$ cat src/rtl/tgmux_bbm_n_pkg.sv
// Shared types and helpers for the break-before-make transmission-gate mux.
// The analog node values are signed fixed-point samples.
package tgmux_bbm_n_pkg;

   typedef enum logic [1:0] {
      IDLE  = 2'd0,
      BREAK = 2'd1,
      CONN  = 2'd2
   } state_t;

   localparam int XW = 16;
   typedef logic signed [XW-1:0] xreal_t;

   function automatic logic [31:0] onehot(input int unsigned idx);
      return 32'd1 << idx;
   endfunction

   // Wider devices mean a smaller RC time constant, so the output moves a larger fraction per cycle.
   function automatic int rc_shift(input int wp, input int wn);
      if (wp + wn >= 48) return 1;
      else if (wp + wn >= 24) return 2;
      else return 3;
   endfunction

endpackage

$ cat src/rtl/tgmux_bbm_n_if.sv
// Select handshake, enable/status outputs and analog nodes of the mux.
interface tgmux_bbm_n_if #(parameter int N = 4);
   import tgmux_bbm_n_pkg::*;
   localparam int SELW = $clog2(N);

   logic [SELW-1:0] sel;
   logic            sel_vld;
   logic            sel_rdy;
   logic [N-1:0]    en;
   logic [SELW-1:0] act;
   logic            conn;
   logic            err;
   xreal_t          d [N];
   xreal_t          y;
   xreal_t          vdd;

   modport master (output sel, sel_vld, d, vdd,
                   input  sel_rdy, en, act, conn, err, y);
   modport slave  (input  sel, sel_vld, d, vdd,
                   output sel_rdy, en, act, conn, err, y);
endinterface

$ cat src/rtl/tgmux_bbm_n_tg.sv
// One transmission gate with its enable inverter, as a first-order RC step toward the source.
module tgmux_bbm_n_tg
   import tgmux_bbm_n_pkg::*;
#(
   parameter int WP = 20,
   parameter int WN = 10
) (
   input  xreal_t               s,
   input  xreal_t               y,
   input  logic                 ckn,
   input  xreal_t               vdd,
   output logic signed [XW:0]   step
);
   localparam int SH = rc_shift(WP, WN);

   logic               ckp;
   logic               conducts;
   logic signed [XW:0] diff;
   logic signed [XW:0] shifted;

   assign ckp      = ~ckn;
   assign conducts = ckn & ~ckp & (vdd > xreal_t'(0));
   assign diff     = {s[XW-1], s} - {y[XW-1], y};
   assign shifted  = diff >>> SH;
   assign step     = conducts ? shifted : '0;

endmodule

$ cat src/rtl/tgmux_bbm_n.sv
// N-input TG analog mux with registered, break-before-make channel switching.
//  state | meaning
//  IDLE  | all switches open, ready for a request
//  BREAK | all switches open, dead-time counter running
//  CONN  | en = onehot(act), ready for a request
module tgmux_bbm_n
   import tgmux_bbm_n_pkg::*;
#(
   parameter int N    = 4,
   parameter int WP   = 20,
   parameter int WN   = 10,
   parameter int DEAD = 2
) (
   input logic            clk,
   input logic            rst,
   tgmux_bbm_n_if.slave   bus
);
   localparam int SELW = $clog2(N);
   localparam int CW   = $clog2(DEAD + 1);

   if (N < 2 || DEAD < 1) begin : g_param_chk
      $error("tgmux_bbm_n: N must be >= 2 and DEAD >= 1");
   end

   state_t             state_q, state_n;
   logic [CW-1:0]      cnt_q, cnt_n;
   logic [SELW-1:0]    tgt_q, tgt_n, act_q, act_n;
   logic               disc_q, disc_n;
   logic [N-1:0]       en_q, en_n;
   logic               conn_q, conn_n, err_q, err_n;
   logic               accept, sel_ok;
   xreal_t             y_q;
   logic signed [XW:0] acc;
   logic signed [XW:0] step [N];

   assign bus.sel_rdy = (state_q != BREAK);
   assign accept      = bus.sel_vld & bus.sel_rdy;
   assign sel_ok      = 32'(bus.sel) < N;

   always_comb begin
      state_n = state_q;
      cnt_n   = cnt_q;
      tgt_n   = tgt_q;
      disc_n  = disc_q;
      act_n   = act_q;
      en_n    = en_q;
      conn_n  = conn_q;
      err_n   = 1'b0;
      case (state_q)
         IDLE, CONN: begin
            // Re-requesting the connected channel must not open the switch.
            if (accept && !(state_q == CONN && sel_ok && bus.sel == act_q)) begin
               state_n = BREAK;
               cnt_n   = CW'(DEAD - 1);
               tgt_n   = bus.sel;
               disc_n  = !sel_ok;
               err_n   = !sel_ok;
               en_n    = '0;
               conn_n  = 1'b0;
            end
         end
         BREAK: begin
            if (cnt_q == '0) begin
               if (disc_q) begin
                  state_n = IDLE;
               end else begin
                  state_n = CONN;
                  act_n   = tgt_q;
                  en_n    = N'(onehot(32'(tgt_q)));
                  conn_n  = 1'b1;
               end
            end else begin
               cnt_n = cnt_q - CW'(1);
            end
         end
         default: begin
            state_n = IDLE;
            en_n    = '0;
            conn_n  = 1'b0;
         end
      endcase
   end

   always_ff @(posedge clk) begin
      if (rst) begin
         state_q <= IDLE;
         cnt_q   <= '0;
         tgt_q   <= '0;
         disc_q  <= 1'b0;
         act_q   <= '0;
         en_q    <= '0;
         conn_q  <= 1'b0;
         err_q   <= 1'b0;
      end else begin
         state_q <= state_n;
         cnt_q   <= cnt_n;
         tgt_q   <= tgt_n;
         disc_q  <= disc_n;
         act_q   <= act_n;
         en_q    <= en_n;
         conn_q  <= conn_n;
         err_q   <= err_n;
      end
   end

   assign bus.en   = en_q;
   assign bus.act  = act_q;
   assign bus.conn = conn_q;
   assign bus.err  = err_q;

   for (genvar i = 0; i < N; i++) begin : g_tg
      tgmux_bbm_n_tg #(.WP(WP), .WN(WN)) u_tg (
         .s    (bus.d[i]),
         .y    (y_q),
         .ckn  (en_q[i]),
         .vdd  (bus.vdd),
         .step (step[i])
      );
   end

   // With every switch open no step is applied, so the output node holds its charge.
   always_comb begin
      acc = {y_q[XW-1], y_q};
      for (int i = 0; i < N; i++) acc = acc + step[i];
   end

   always_ff @(posedge clk) begin
      if (rst) y_q <= '0;
      else     y_q <= xreal_t'(acc);
   end

   assign bus.y = y_q;

   a_onehot: assert property (@(posedge clk) $onehot0(en_q))
      else $error("tgmux_bbm_n: more than one enable active");

   a_bbm: assert property (@(posedge clk) disable iff (rst)
      ((en_q != '0) && ($past(en_q) != '0)) |-> (en_q == $past(en_q)))
      else $error("tgmux_bbm_n: channel switched without a break interval");

endmodule

$ cat src/flat_wrapper.sv
// flat-port wrapper written by rule: the top's interface ports become plain ports
module tgmux_bbm_n_flat import tgmux_bbm_n_pkg::*;
#(
   parameter int N    = 4,
   parameter int WP   = 20,
   parameter int WN   = 10,
   parameter int DEAD = 2
)
  (clk, rst, bus_sel, bus_sel_vld, bus_d, bus_vdd, bus_sel_rdy, bus_en, bus_act, bus_conn, bus_err, bus_y);
  tgmux_bbm_n_if #(.N(N)) bus_i ();
  input logic clk;
  input logic rst;
  input wire logic [$bits(bus_i.sel)-1:0] bus_sel;
  input wire logic [$bits(bus_i.sel_vld)-1:0] bus_sel_vld;
  input wire logic [$bits(bus_i.d)-1:0] bus_d;
  input wire logic [$bits(bus_i.vdd)-1:0] bus_vdd;
  output wire logic [$bits(bus_i.sel_rdy)-1:0] bus_sel_rdy;
  output wire logic [$bits(bus_i.en)-1:0] bus_en;
  output wire logic [$bits(bus_i.act)-1:0] bus_act;
  output wire logic [$bits(bus_i.conn)-1:0] bus_conn;
  output wire logic [$bits(bus_i.err)-1:0] bus_err;
  output wire logic [$bits(bus_i.y)-1:0] bus_y;
  assign bus_i.sel = bus_sel;
  assign bus_i.sel_vld = bus_sel_vld;
  assign bus_i.d = {>>{bus_d}};
  assign bus_i.vdd = bus_vdd;
  assign bus_sel_rdy = bus_i.sel_rdy;
  assign bus_en = bus_i.en;
  assign bus_act = bus_i.act;
  assign bus_conn = bus_i.conn;
  assign bus_err = bus_i.err;
  assign bus_y = bus_i.y;
  tgmux_bbm_n #(.N(N), .WP(WP), .WN(WN), .DEAD(DEAD)) u_core (.clk(clk), .rst(rst), .bus(bus_i));
endmodule
$ cat config.mk
export PLATFORM = sky130hd
export DESIGN_NAME = tgmux_bbm_n_flat
export DESIGN_NICKNAME = d
export VERILOG_FILES = /design/src/rtl/tgmux_bbm_n_pkg.sv /design/src/rtl/tgmux_bbm_n_if.sv /design/src/rtl/tgmux_bbm_n_tg.sv /design/src/rtl/tgmux_bbm_n.sv /design/src/flat_wrapper.sv
export SDC_FILE = /design/constraint.sdc
export NUM_CORES = 1
export LEC_CHECK = 0
export BUFFER_PORTS_ARGS = -buffer_cell sky130_fd_sc_hd__buf_2
export CAP_MARGIN = 20
export CORE_ASPECT_RATIO = 1.75
export CORE_MARGIN = 2
export CORE_UTILIZATION = 39
export CTS_CLUSTER_SIZE = 16
export DETAILED_ROUTE_END_ITERATION = 7
export PLACE_DENSITY_LB_ADDON = 0.05
export REMOVE_ABC_BUFFERS = 1
export SLEW_MARGIN = 20
export SYNTH_ARGS = -nofsm -noshare
export SYNTH_HDL_FRONTEND = slang
export SYNTH_SLANG_ARGS = --single-unit
export TNS_END_PERCENT = 5
$ cat constraint.sdc
create_clock -name clk -period 5.9 [get_ports clk]
set_input_delay 1.475 -clock clk [delete_from_list [all_inputs] [get_ports clk]]
set_output_delay 1.475 -clock clk [all_outputs]
set_load 0.05 [all_outputs]
; After elaboration in Yosys (flattened, before gate mapping)
; Index checks and enable logic that the tools add are counted.
[op_classes]
n_addsub = 9
n_eq_ne = 7
reduce_logical = 11
n_shift = 1
n_mux = 15
order_cmp = 1
bitwise = 5
[op_table]
columns = op, count
row1 = $sub 16x16->17, 4
row2 = $add 16x16->16, 4
row3 = $mux 16, 4
row4 = $gt 16x1->1 const B, 1
row5 = $mux 4, 2
row6 = $pmux 2 s2, 2
row7 = $pmux 4 s2, 1
row8 = $mux 2, 3
row9 = $ne 2x1->1 const B, 3
row10 = $reduce_and 2->1, 3
row11 = $and 1x1->1, 5
row12 = $logic_not 2->1, 2
row13 = $shl 1x2->4 const A, 1
row14 = $reduce_and 3->1, 1
row15 = $eq 2x1->1 const B, 1
row16 = $eq 2x2->1, 1
row17 = $eq 2x2->1 const B, 1
row18 = $logic_and 1x1->1, 2
row19 = $mux 1, 2
row20 = $ne 2x2->1 const B, 1
row21 = $pmux 1 s2, 1
row22 = $reduce_bool 2->1, 1
row23 = $reduce_or 2->1, 1
row24 = $sub 2x1->2 const B, 1
row25 = $logic_not 1->1, 1
[word_totals]
out_inout_bits = 25
regBits = 29
input_bits = 85

; Depth between registers and ports, before layout
; Gate-level depths: netlist of run 1.
[logic_depth]
word_depth = 7
depth_mapped = 22
ltp_nobuf = 22

; Hierarchy
; Synthesis of run 1 repeated with hierarchy kept, for this count alone.
[unflattened]
hier_cells = 1012
area_unflattened_um2 = 7415.9
[by_module_without_submodules]
columns = mod, cells_per_inst, area_per_inst_um2, instances
row1 = tgmux_bbm_n_tg (u_core.g_tg[1].u_tg ...), 162, 1068.5, 3
row2 = tgmux_bbm_n, 368, 3081.7, 1
row3 = tgmux_bbm_n_tg (u_core.g_tg[0].u_tg), 158, 1128.6, 1

; Worst setup path after synthesis of run 1
; Ideal clock, no wire load.
[synth_timing]
path_kind = in2reg
startpoint = in bus_vdd[3]
endpoint = reg u_core.y_q[15], in the netlist u_core.bus.y[15]
arrival_ps = 6113
required_time_ps = 5779
setup_slack_ps = -334
stages = 19
n_path_buf = 1
path_cell_list = nor4_1 a41oi_2 nand2_1 clkbuf_1 nor2_1 fa_1 inv_1 fa_1 fa_1 inv_1 ha_1 fa_1 a211oi_1 o21ai_1 or3b_1 nand3_1 and3_1 a211o_1 mux2i_1
[synth_via]
elab_chain_len = 7
elab_cells_between_ends = 13
cone_classes = add/sub: 4 / order compare: 1 / mux: 4 / bitwise: 4
[synth_lines]
columns = element, line_no
row1 = from (decl), flat_wrapper.sv:16  ; input wire logic [$bits(bus_i.vdd)-1:0] bus_vdd;
row2 = $gt 16x1->1 *, tgmux_bbm_n_tg.sv:22  ; assign conducts = ckn & ~ckp & (vdd > xreal_t'(0));
row3 = $and 1x1->1, tgmux_bbm_n_tg.sv:22
row4 = $mux 16, tgmux_bbm_n_tg.sv:25  ; assign step = conducts ? shifted : '0;
row5 = $add 16x16->16 (3 in a row), tgmux_bbm_n.sv:124  ; for (int i = 0; i < N; i++) acc = acc + step[i];
row6 = $add 16x16->16 *, tgmux_bbm_n.sv:124
row7 = to (signal assigned), tgmux_bbm_n.sv:129  ; else y_q <= xreal_t'(acc);
row8 = to (decl), tgmux_bbm_n.sv:32  ; xreal_t y_q;
; Mark *: on every way between the ends. The rest lies on a longest branch, timed or not.
; A chain may end at the register's enable or synchronous reset.

; Final worst setup path of run 1
[layout_timing]
startpoint = in bus_d[2]
endpoint = reg u_core.y_q[15], in the netlist u_core.bus.y[15]
[layout_via]
elab_chain_len = 3
[layout_lines]
columns = element, line_no
row1 = from (decl), flat_wrapper.sv:15  ; input wire logic [$bits(bus_i.d)-1:0] bus_d;
row2 = $sub 16x16->17, tgmux_bbm_n_tg.sv:23  ; assign diff = {s[XW-1], s} - {y[XW-1], y};
row3 = $mux 16, tgmux_bbm_n_tg.sv:25
row4 = $add 16x16->16, tgmux_bbm_n.sv:124
; Every way passes these cells.

==> results of run 1 <==
sequential cells by signal, indices dropped and copies added (netlist names):
register	count
u_core.bus.y	16
u_core.state_q	2
u_core.tgt_q	2
u_core.cnt_q	2
u_core.bus.en	4
u_core.bus.act	2
routing by layer:
layer	wire, um	part of all wire	up-vias	track usage
li1	-	-	2726	-
met1	5770	0.35	2584	0.222
met2	9750	0.59	106	0.457
met3	494	0.030	33	0.0194
met4	571	0.034	0	0.0749
met5	0	0	-	0
cell usage after synthesis (all sizes together) (3+ instances only):
cell type,n,area (sq um)
o21bai,3,22.5
dfxtp,28,561
nor3,26,130
a21oi,41,209
nor2b,5,31.3
nand2,29,109
fa,44,881
and3,11,68.8
or3,8,50.1
ha,77,963
o21a,4,30.0
xor2,24,210
nand2b,8,50.1
clkbuf,7,26.3
a31oi,9,62.6
o21ai,27,139
a21o,13,97.6
or2,3,18.8
a31o,5,52.6
nor4,3,18.8
nand3,16,80.1
buf,5,37.5
nor2,86,323
and2,4,25.0
a211oi,18,153
xnor2,26,228
inv,92,345
mux2i,5,50.1
nand4,7,50.1
o211ai,3,22.5
nor3b,6,45.0
logic make-up (layout without fill, tap and decap cells):
logic type / Yosys count / count (layout) / share of synthesized area
compound gates: 144 / 144 / 0.192
other cells: 1 / 1 / 0.000697
mux: 6 / 6 / 0.0114
buf+inv: 104 / 311 / 0.0760
simple gates: 216 / 216 / 0.192
xor+xnor: 50 / 50 / 0.0813
flops: 28 / 28 / 0.104
fa+ha+maj: 121 / 121 / 0.343
worst max-delay path, delay by kind of cell:
family / cells / cell delay, ps
fa+ha+maj: 6 / 2330
compound gates: 5 / 930
buf+inv: 6 / 630
simple gates: 4 / 530
xor+xnor: 1 / 130
mux: 1 / 120
worst paths after layout:
path	startpoint	to	depth (start not counted)
worst max-delay path	bus_d[2]	u_core.bus.y[15]	23
worst min-delay path	u_core.bus.act[0]	u_core.bus.act[0]	2
worst max register to register	u_core.bus.y[2]	u_core.bus.y[15]	23
worst min register to register	u_core.bus.act[0]	u_core.bus.act[0]	2
power by group through the flow:
stage	Combinational (W)	Clock, W	Sequential, W
after floorplan	0.000285	0	0.000234
after global placement	0.000464	0	0.000211
after detailed placement	0.000476	0	0.000211
after CTS	0.000505	0.000209	0.000207
after global routing	0.000581	0.000217	0.000208
final	0.000526	0.000204	0.000207
stage by stage:
step | utilization | TNS [ps]
floorplan | - | -608
global placement | 0.507 | -3570
detailed placement | 0.507 | -4600
CTS | 0.543 | -50.8
global route | 0.559 | -812
finish | 0.559 | -181
layout make-up:
cell class	count	share of cell area
clock inverters	1	0.00399
repair buffers	215	0.180
well taps	174	0.0290
multi-input cells	538	0.657
inverters	92	0.0459
flip-flops and latches	28	0.0746
clock buffers	3	0.00999
what timing repair did:
item | 4_1_cts | 5_1_grt
setup buffers | 3 | 5
setup endpoints to repair | 9 | 8
pin swaps | 56 | 31
gates resized for setup | 69 | 34
==> key figures, run 1 <==
Status
  • Run status: complete, but fails checks
  • Failing checks: setup timing

Finish
  • Syn-to-layout area delta: 39.6%
  • Final nets: 1084
  • Area of the multi-input gates: 4940 sq um
  • Storage cell area: 561 sq um
  • Fillers: 1337
  • Most common cell after layout, fill and taps aside: buf_2
  • Final Cell Area: 7520 sq um
  • Fin cells: 1051
  • Most frequent cells in the layout: 108 x buf_2, 105 x buf_4, 86 x inv_1, 84 x nor2_1, 62 x ha_1
  • Ratio of cells with drive above 1 in the final layout: 0.364
  • Diodes inserted: 0

CTS
  • Buffer depth of the longest clock path: 2
  • Cts bufs inserted: 3
  • Root buf cell: clkbuf_16
  • CTS tree: built
  • Clock Latency Late Sink: 270 ps
  • CTS Hold Bufs: 0
  • Clk slew on worst S/H paths: 70 ps
  • H-tree lvl count: 1
  • CTS Sinks: 28

Floorplanning
  • Die Y-Extent: 159 um
  • # IOs: 110
  • Die width: 92.8 um
  • Row count: 56
  • Initial Util: 0.400
  • Die Area: 14800 sq um
  • Core area: 13500 sq um

GRT
  • GRT Util Overall: 0.222
  • Initial antenna violation count: 0
  • First-pass GRT wire length: 26200 um
  • GRT overflow: 0
  • Largest net degree at the start of global routing: 31
  • Vias in the first global route: 5668

Route
  • Routed vias: 5449
  • Drt first pass iters: 4
  • Via-per-instance ratio: 5.18
  • Initial DRC Count: 131
  • Post-route DRC: 0
  • Final ANT Viol Nets: 0
  • Drt wl/cell: 15.8 um
  • DRT Wirelength: 16600 um

STA
  • Hold slack: 479 ps
  • Hold Fails Final Rpt: 0
  • Worst rel slew slack: 0.639
  • Final Cycle Share: 1.02
  • Final setup viols: 3
  • Final Skew: 7.03 ps
  • RSZ-0062 raised after global routing: yes
  • Final Max Tran Viols: 0
  • Post-route setup slack: -93.6 ps
  • Min cycle time layout: 5990 ps
  • Least-Margin Pin Slew: 542 ps
  • F_max: 0.167 GHz

Worst setup path
  • Critical path endpoint category: flop
  • R2r setup slk: 520 ps
  • CP required: 6060 ps
  • CP peak stage delay: 520 ps
  • Critical-path top delay cell: fa_1
  • Crit Path Category: in2reg
  • Crit start category: primary input
  • Worst-path fanout max: 3
  • CP arrival: 6160 ps
  • Worst-path cell chain: buf_2 -> ha_4 -> a21o_1 -> a31o_4 -> buf_4 -> buf_4 -> xnor2_2 -> nor2_1 -> fa_1 -> inv_2 -> fa_1 -> fa_1 -> inv_1 -> ha_2 -> fa_2 -> a211oi_2 -> buf_4 -> o21ai_2 -> or3b_4 -> nand3_2 -> and3_1 -> a211o_1 -> mux2i_1

Power
  • Total power: 0.000936 W
  • P_leak: 3.54 nW
  • Clock power share: 0.218
  • Power per standard cell area: 125 nW/um^2
  • Flop pwr share: 0.221
  • Peak VDD IR: 0.122 mV
  • Switching share of total power: 0.383
  • Sw Pwr: 0.000359 W
  • Cell Int Power: 0.000577 W
  • Logic pwr share: 0.562

Place
  • Placed Area: 6820 sq um
  • # port buffers: 108
  • Dpl hpwl: 14000 um
  • Placed Instances: 1039
  • Dpl ws: -752 ps
  • GPL Wtd Cong: 0.867

Synthesis
  • Share of flip-flops with an asynchronous set or reset: 0
  • Top FF cell, synth: dfxtp_1
  • Yosys reg bits: 28
  • Mapped Cells: 670
  • Register area share after synthesis: 0.104
  • Mean post-synth cell area: 8.04 sq um
  • Distinct cells, synth: 61
  • YS warnings: 0
  • Post-synthesis cell area: 5380 sq um
  • EDFF count, synth: 0

Run
  • Maxcap violations: 0

Min path
  • Hold Crit Class: reg2reg
(Power assumes the default switching activity.)
==> inputs of run 2 (changes only) <==
--- a/config.mk
+++ b/config.mk
@@ -9,7 +9,7 @@
 export CAP_MARGIN = 20
 export CORE_ASPECT_RATIO = 1.75
 export CORE_MARGIN = 2
-export CORE_UTILIZATION = 39
+export CORE_UTILIZATION = 35
 export CTS_CLUSTER_SIZE = 16
 export DETAILED_ROUTE_END_ITERATION = 7
 export PLACE_DENSITY_LB_ADDON = 0.05
==> key figures, run 2 (synthesis gave the netlist of run 1 again) <==
Route
  • DRT Wirelength: 17100 um
  • Routed vias: 5520
  • Final ANT Viol Nets: 0
  • Post-route DRC: 0
  • Initial DRC Count: 116
  • Drt first pass iters: 4
  • Drt wl/cell: 15.9 um
  • Via-per-instance ratio: 5.15

Finish
  • Util after Layout: 0.503
  • Area of the multi-input gates: 5000 sq um
  • Fillers: 1571
  • Max reg flops: 16
  • Most common cell after layout, fill and taps aside: buf_4
  • Fin cells: 1072
  • Storage cell area: 561 sq um
  • Diodes inserted: 0
  • Final nets: 1093
  • Most frequent cells in the layout: 114 x buf_4, 108 x buf_2, 85 x inv_1, 81 x nor2_1, 60 x ha_1
  • Syn-to-layout area delta: 42.3%
  • Ratio of cells with drive above 1 in the final layout: 0.383

CTS
  • Clock Latency Late Sink: 270 ps
  • Root buf cell: clkbuf_16
  • Cts bufs inserted: 3
  • H-tree lvl count: 1
  • CTS Hold Bufs: 0
  • Buffer depth of the longest clock path: 2
  • CTS tree: built
  • CTS Sinks: 28
  • Clk slew on worst S/H paths: 80 ps

STA
  • Post-route setup slack: -144 ps
  • Final Max Tran Viols: 0
  • Setup TNS: -316 ps
  • Final Cycle Share: 1.02
  • Hold slack: 477 ps
  • F_max: 0.165 GHz
  • Final Skew: 10.8 ps
  • Least-Margin Pin Slew: 545 ps
  • Final setup viols: 3
  • Hold Fails Final Rpt: 0
  • RSZ-0062 raised after global routing: yes
  • Worst rel slew slack: 0.637
  • Min cycle time layout: 6040 ps

Worst setup path
  • Worst-path fanout max: 4
  • Critical path endpoint category: flop
  • CP arrival: 6200 ps
  • Crit Path Category: in2reg
  • CP required: 6060 ps
  • Crit start category: primary input

Floorplanning
  • Die Area: 16400 sq um
  • Core area: 15200 sq um
  • Die width: 97.8 um
  • Initial Util: 0.353
  • # IOs: 110
  • Row count: 60
  • Die Y-Extent: 168 um

Place
  • GPL Wtd Cong: 0.886
  • Dpl hpwl: 14400 um
  • Placed Instances: 1056
  • # port buffers: 108

Power
  • Power per standard cell area: 124 nW/um^2
  • P_leak: 3.58 nW
  • Peak VDD IR: 0.0976 mV

Status
  • Failing checks: setup timing
  • Run status: complete, but fails checks

GRT
  • First-pass GRT wire length: 26400 um
  • Met2 Usage GRT: 0.397
  • Met1 GRT Util: 0.203
  • Largest net degree at the start of global routing: 31
  • Vias in the first global route: 5616
  • Layer carrying the most global-route usage: met2
  • GRT overflow: 0
  • GRT Util Overall: 0.199
  • GR Util met3: 0.0199
  • Initial antenna violation count: 0

Run
  • Maxcap violations: 0

Min path
  • Hold Crit Class: reg2reg
==> run 2: changes by cell type in the layout (fill, tap and decap cells not counted), sizes merged <==
cell,delta
buf,+9
==> run 2: repair_timing <==
item                       4_1_cts  5_1_grt
cloned                           0        0
setup buffers                    8        5
setup endpoints to repair        8        6
pin swaps                       75       33
resized for setup               90       29
==> run 2: worst max-delay path: stages <==
cell and delay, ps:
buf_2 110, ha_4 210, a21o_1 160, a31o_4 230, a2111oi_4 400, o21ai_2 150, buf_4 150, buf_4 140
nand4_4 110, nand4_1 110, nor3b_2 190, fa_1 560, fa_1 540, inv_1 60, fa_1 500, inv_1 70
ha_4 190, nor3_4 220, nand3_4 90, and3_4 180, a211o_1 240, mux2i_1 120
==> run 2: area by class of cell <==
cell class	instances	area share
inverters	92	0.0451
clock inverters	1	0.00392
well taps	186	0.0304
flip-flops and latches	28	0.0731
multi-input cells	538	0.653
repair buffers	224	0.185
clock buffers	3	0.00980
==> run 2: per-stage QoR <==
step / setup WS [ps] / total power, W / area (sq um)
finish: -144 / 0.000954 / 7660
detailed placement: -721 / 0.000691 / 6870
CTS: 0.152 / 0.000941 / 7490
global placement: -638 / 0.000681 / 6870
global route: -290 / 0.00102 / 7660
floorplan: -288 / 0.000520 / 5320
==> run 2: worst paths after layout <==
check | endpoint | start | slack (ps) | depth (start not counted)
worst min register to register | u_core.cnt_q[0] | u_core.cnt_q[0] | 480 | 1
worst max-delay path | u_core.bus.y[15] | bus_d[2] | -140 | 22
worst max register to register | u_core.bus.y[15] | u_core.bus.y[2] | 460 | 22
worst min-delay path | u_core.cnt_q[0] | u_core.cnt_q[0] | 480 | 1
==> run 2: power breakdown <==
part / switching, W / internal (W) / leakage, nW
Sequential: 0.00000804 / 0.000199 / 0.227
Combinational: 0.000288 / 0.000253 / 3.30
Clock: 0.0000705 / 0.000135 / 0.0511
Total: 0.000367 / 0.000587 / 3.58
==> run 2: per-layer routing <==
metal | up-vias | wire (um)
li1 | 2751 | -
met1 | 2610 | 6100
met2 | 115 | 9740
met3 | 44 | 430
met4 | 0 | 820
met5 | - | 0
==> inputs of run 3 (changes only) <==
==> constraint.sdc (replaced) <==
create_clock -name clk -period 6.61 [get_ports clk]
set_input_delay 1.6525 -clock clk [delete_from_list [all_inputs] [get_ports clk]]
set_output_delay 1.6525 -clock clk [all_outputs]
set_load 0.05 [all_outputs]
==> key figures, run 3 (synthesis gave the netlist of run 1 again) <==
Finish
  • Area of the multi-input gates: 4510 sq um
  • Most frequent cells in the layout: 108 x buf_2, 92 x inv_1, 86 x nor2_1, 75 x ha_1, 47 x buf_4
  • Fillers: 1612
  • Storage cell area: 561 sq um
  • Final nets: 1024
  • Diodes inserted: 0
  • Final Cell Area: 6640 sq um
  • Ratio of cells with drive above 1 in the final layout: 0.237
  • Syn-to-layout area delta: 23.4%
  • Most common cell after layout, fill and taps aside: buf_2
  • Max reg flops: 16

Min path
  • Hold Crit Class: reg2reg

Route
  • Routed vias: 5117
  • Via-per-instance ratio: 5.10
  • DRT Wirelength: 15800 um
  • Drt first pass iters: 4
  • Post-route DRC: 0
  • Drt wl/cell: 15.7 um
  • Final ANT Viol Nets: 0
  • Initial DRC Count: 114

CTS
  • CTS Sinks: 28
  • CTS Hold Bufs: 0
  • Buffer depth of the longest clock path: 2
  • Clk slew on worst S/H paths: 70 ps
  • Clock Latency Late Sink: 270 ps
  • CTS tree: built
  • Root buf cell: clkbuf_16
  • Cts bufs inserted: 3
  • H-tree lvl count: 1

Place
  • GPL Wtd Cong: 0.877
  • Dpl ws: -194 ps
  • Dpl hpwl: 13900 um
  • Placed Area: 6440 sq um
  • # port buffers: 108

STA
  • Final setup viols: 0
  • RSZ-0062 raised after global routing: no
  • Hold slack: 478 ps
  • Hold Fails Final Rpt: 0
  • Final Max Tran Viols: 0
  • Min cycle time layout: 6330 ps
  • Final Skew: 3.51 ps
  • F_max: 0.158 GHz
  • Post-route setup slack: 278 ps
  • Worst rel slew slack: 0.590
  • Least-Margin Pin Slew: 599 ps
  • Final Cycle Share: 0.958

Worst setup path
  • Crit Path Category: in2reg
  • Worst-path fanout max: 4
  • CP required: 6760 ps
  • CP arrival: 6490 ps
  • Critical path endpoint category: flop
  • Crit start category: primary input

Floorplanning
  • Row count: 60
  • Initial Util: 0.353
  • Core area: 15200 sq um
  • Die width: 97.8 um
  • Die Y-Extent: 168 um
  • # IOs: 110
  • Die Area: 16400 sq um

Power
  • P_leak: 3.23 nW
  • Power per standard cell area: 115 nW/um^2
  • Peak VDD IR: 0.0965 mV
  • Total power: 0.000763 W

GRT
  • GRT overflow: 0
  • Initial antenna violation count: 0
  • Largest net degree at the start of global routing: 31
  • First-pass GRT wire length: 25300 um
  • Vias in the first global route: 5275
  • GRT Util Overall: 0.191

Status
  • Run status: completed

Run
  • Maxcap violations: 0
-- run 3: changes by cell type in the layout (fill, tap and decap cells not counted), sizes merged --
cell | previous run | this run
buf | 224 | 155
-- run 3: stage by stage --
step	TNS [ps]	cells	util
CTS	0	1002	0.429
finish	0	1003	0.436
detailed placement	-364	998	0.422
global route	0	1003	0.436
floorplan	0	658	-
global placement	-159	998	0.422
-- run 3: routing by layer --
| layer | GRT usage | wire, um | vias to the layer above |
|---|---|---|---|
| li1 | - | - | 2611 |
| met1 | 0.203 | 5830 | 2381 |
| met2 | 0.392 | 9140 | 98 |
| met3 | 0.0145 | 351 | 27 |
| met4 | 0.0507 | 444 | 0 |
| met5 | 0 | 0 | - |
-- run 3: where the power goes --
group	switching, W	total, W	internal [W]
registers	0.00000705	0.000184	0.000177
clock network	0.0000618	0.000183	0.000121
logic	0.000225	0.000396	0.000171
total	0.000293	0.000763	0.000469
-- run 3: path summary, 6_finish.rpt --
kind / from / to / slack, ps / cells after the start
worst min register to register: u_core.cnt_q[0] / u_core.cnt_q[0] / 480 / 1
worst min-delay path: u_core.cnt_q[0] / u_core.cnt_q[0] / 480 / 1
worst max register to register: u_core.bus.y[2] / u_core.bus.y[14] / 1210 / 20
worst max-delay path: bus_d[2] / u_core.bus.y[14] / 280 / 20
-- run 3: what timing repair did --
item,4_1_cts,5_1_grt
endpoints found under the setup margin,0,4
setup buffers,0,1
gates resized for setup,0,18
-- run 3: cell type report --
class,count,area share
sequential,28,0.0844
tap,186,0.0350
timing repair buffer,155,0.134
multi-input combinational,538,0.678
inverter,92,0.0520
clock buffer,3,0.0113
clock inverter,1,0.00452
-- run 3: critical path, cell delays in order --
cell and delay (ps):
buf_2 100, ha_1 280, a21o_1 160, a31o_2 270, a2111oi_4 430, o21ai_2 120, a31oi_1 190, xor2_1 170
nor2_1 70, fa_1 500, fa_1 560, inv_1 60, fa_1 500, inv_1 50, ha_1 320, or2_2 310
a21oi_1 150, a21oi_1 70, a31oi_1 190, mux2_1 340
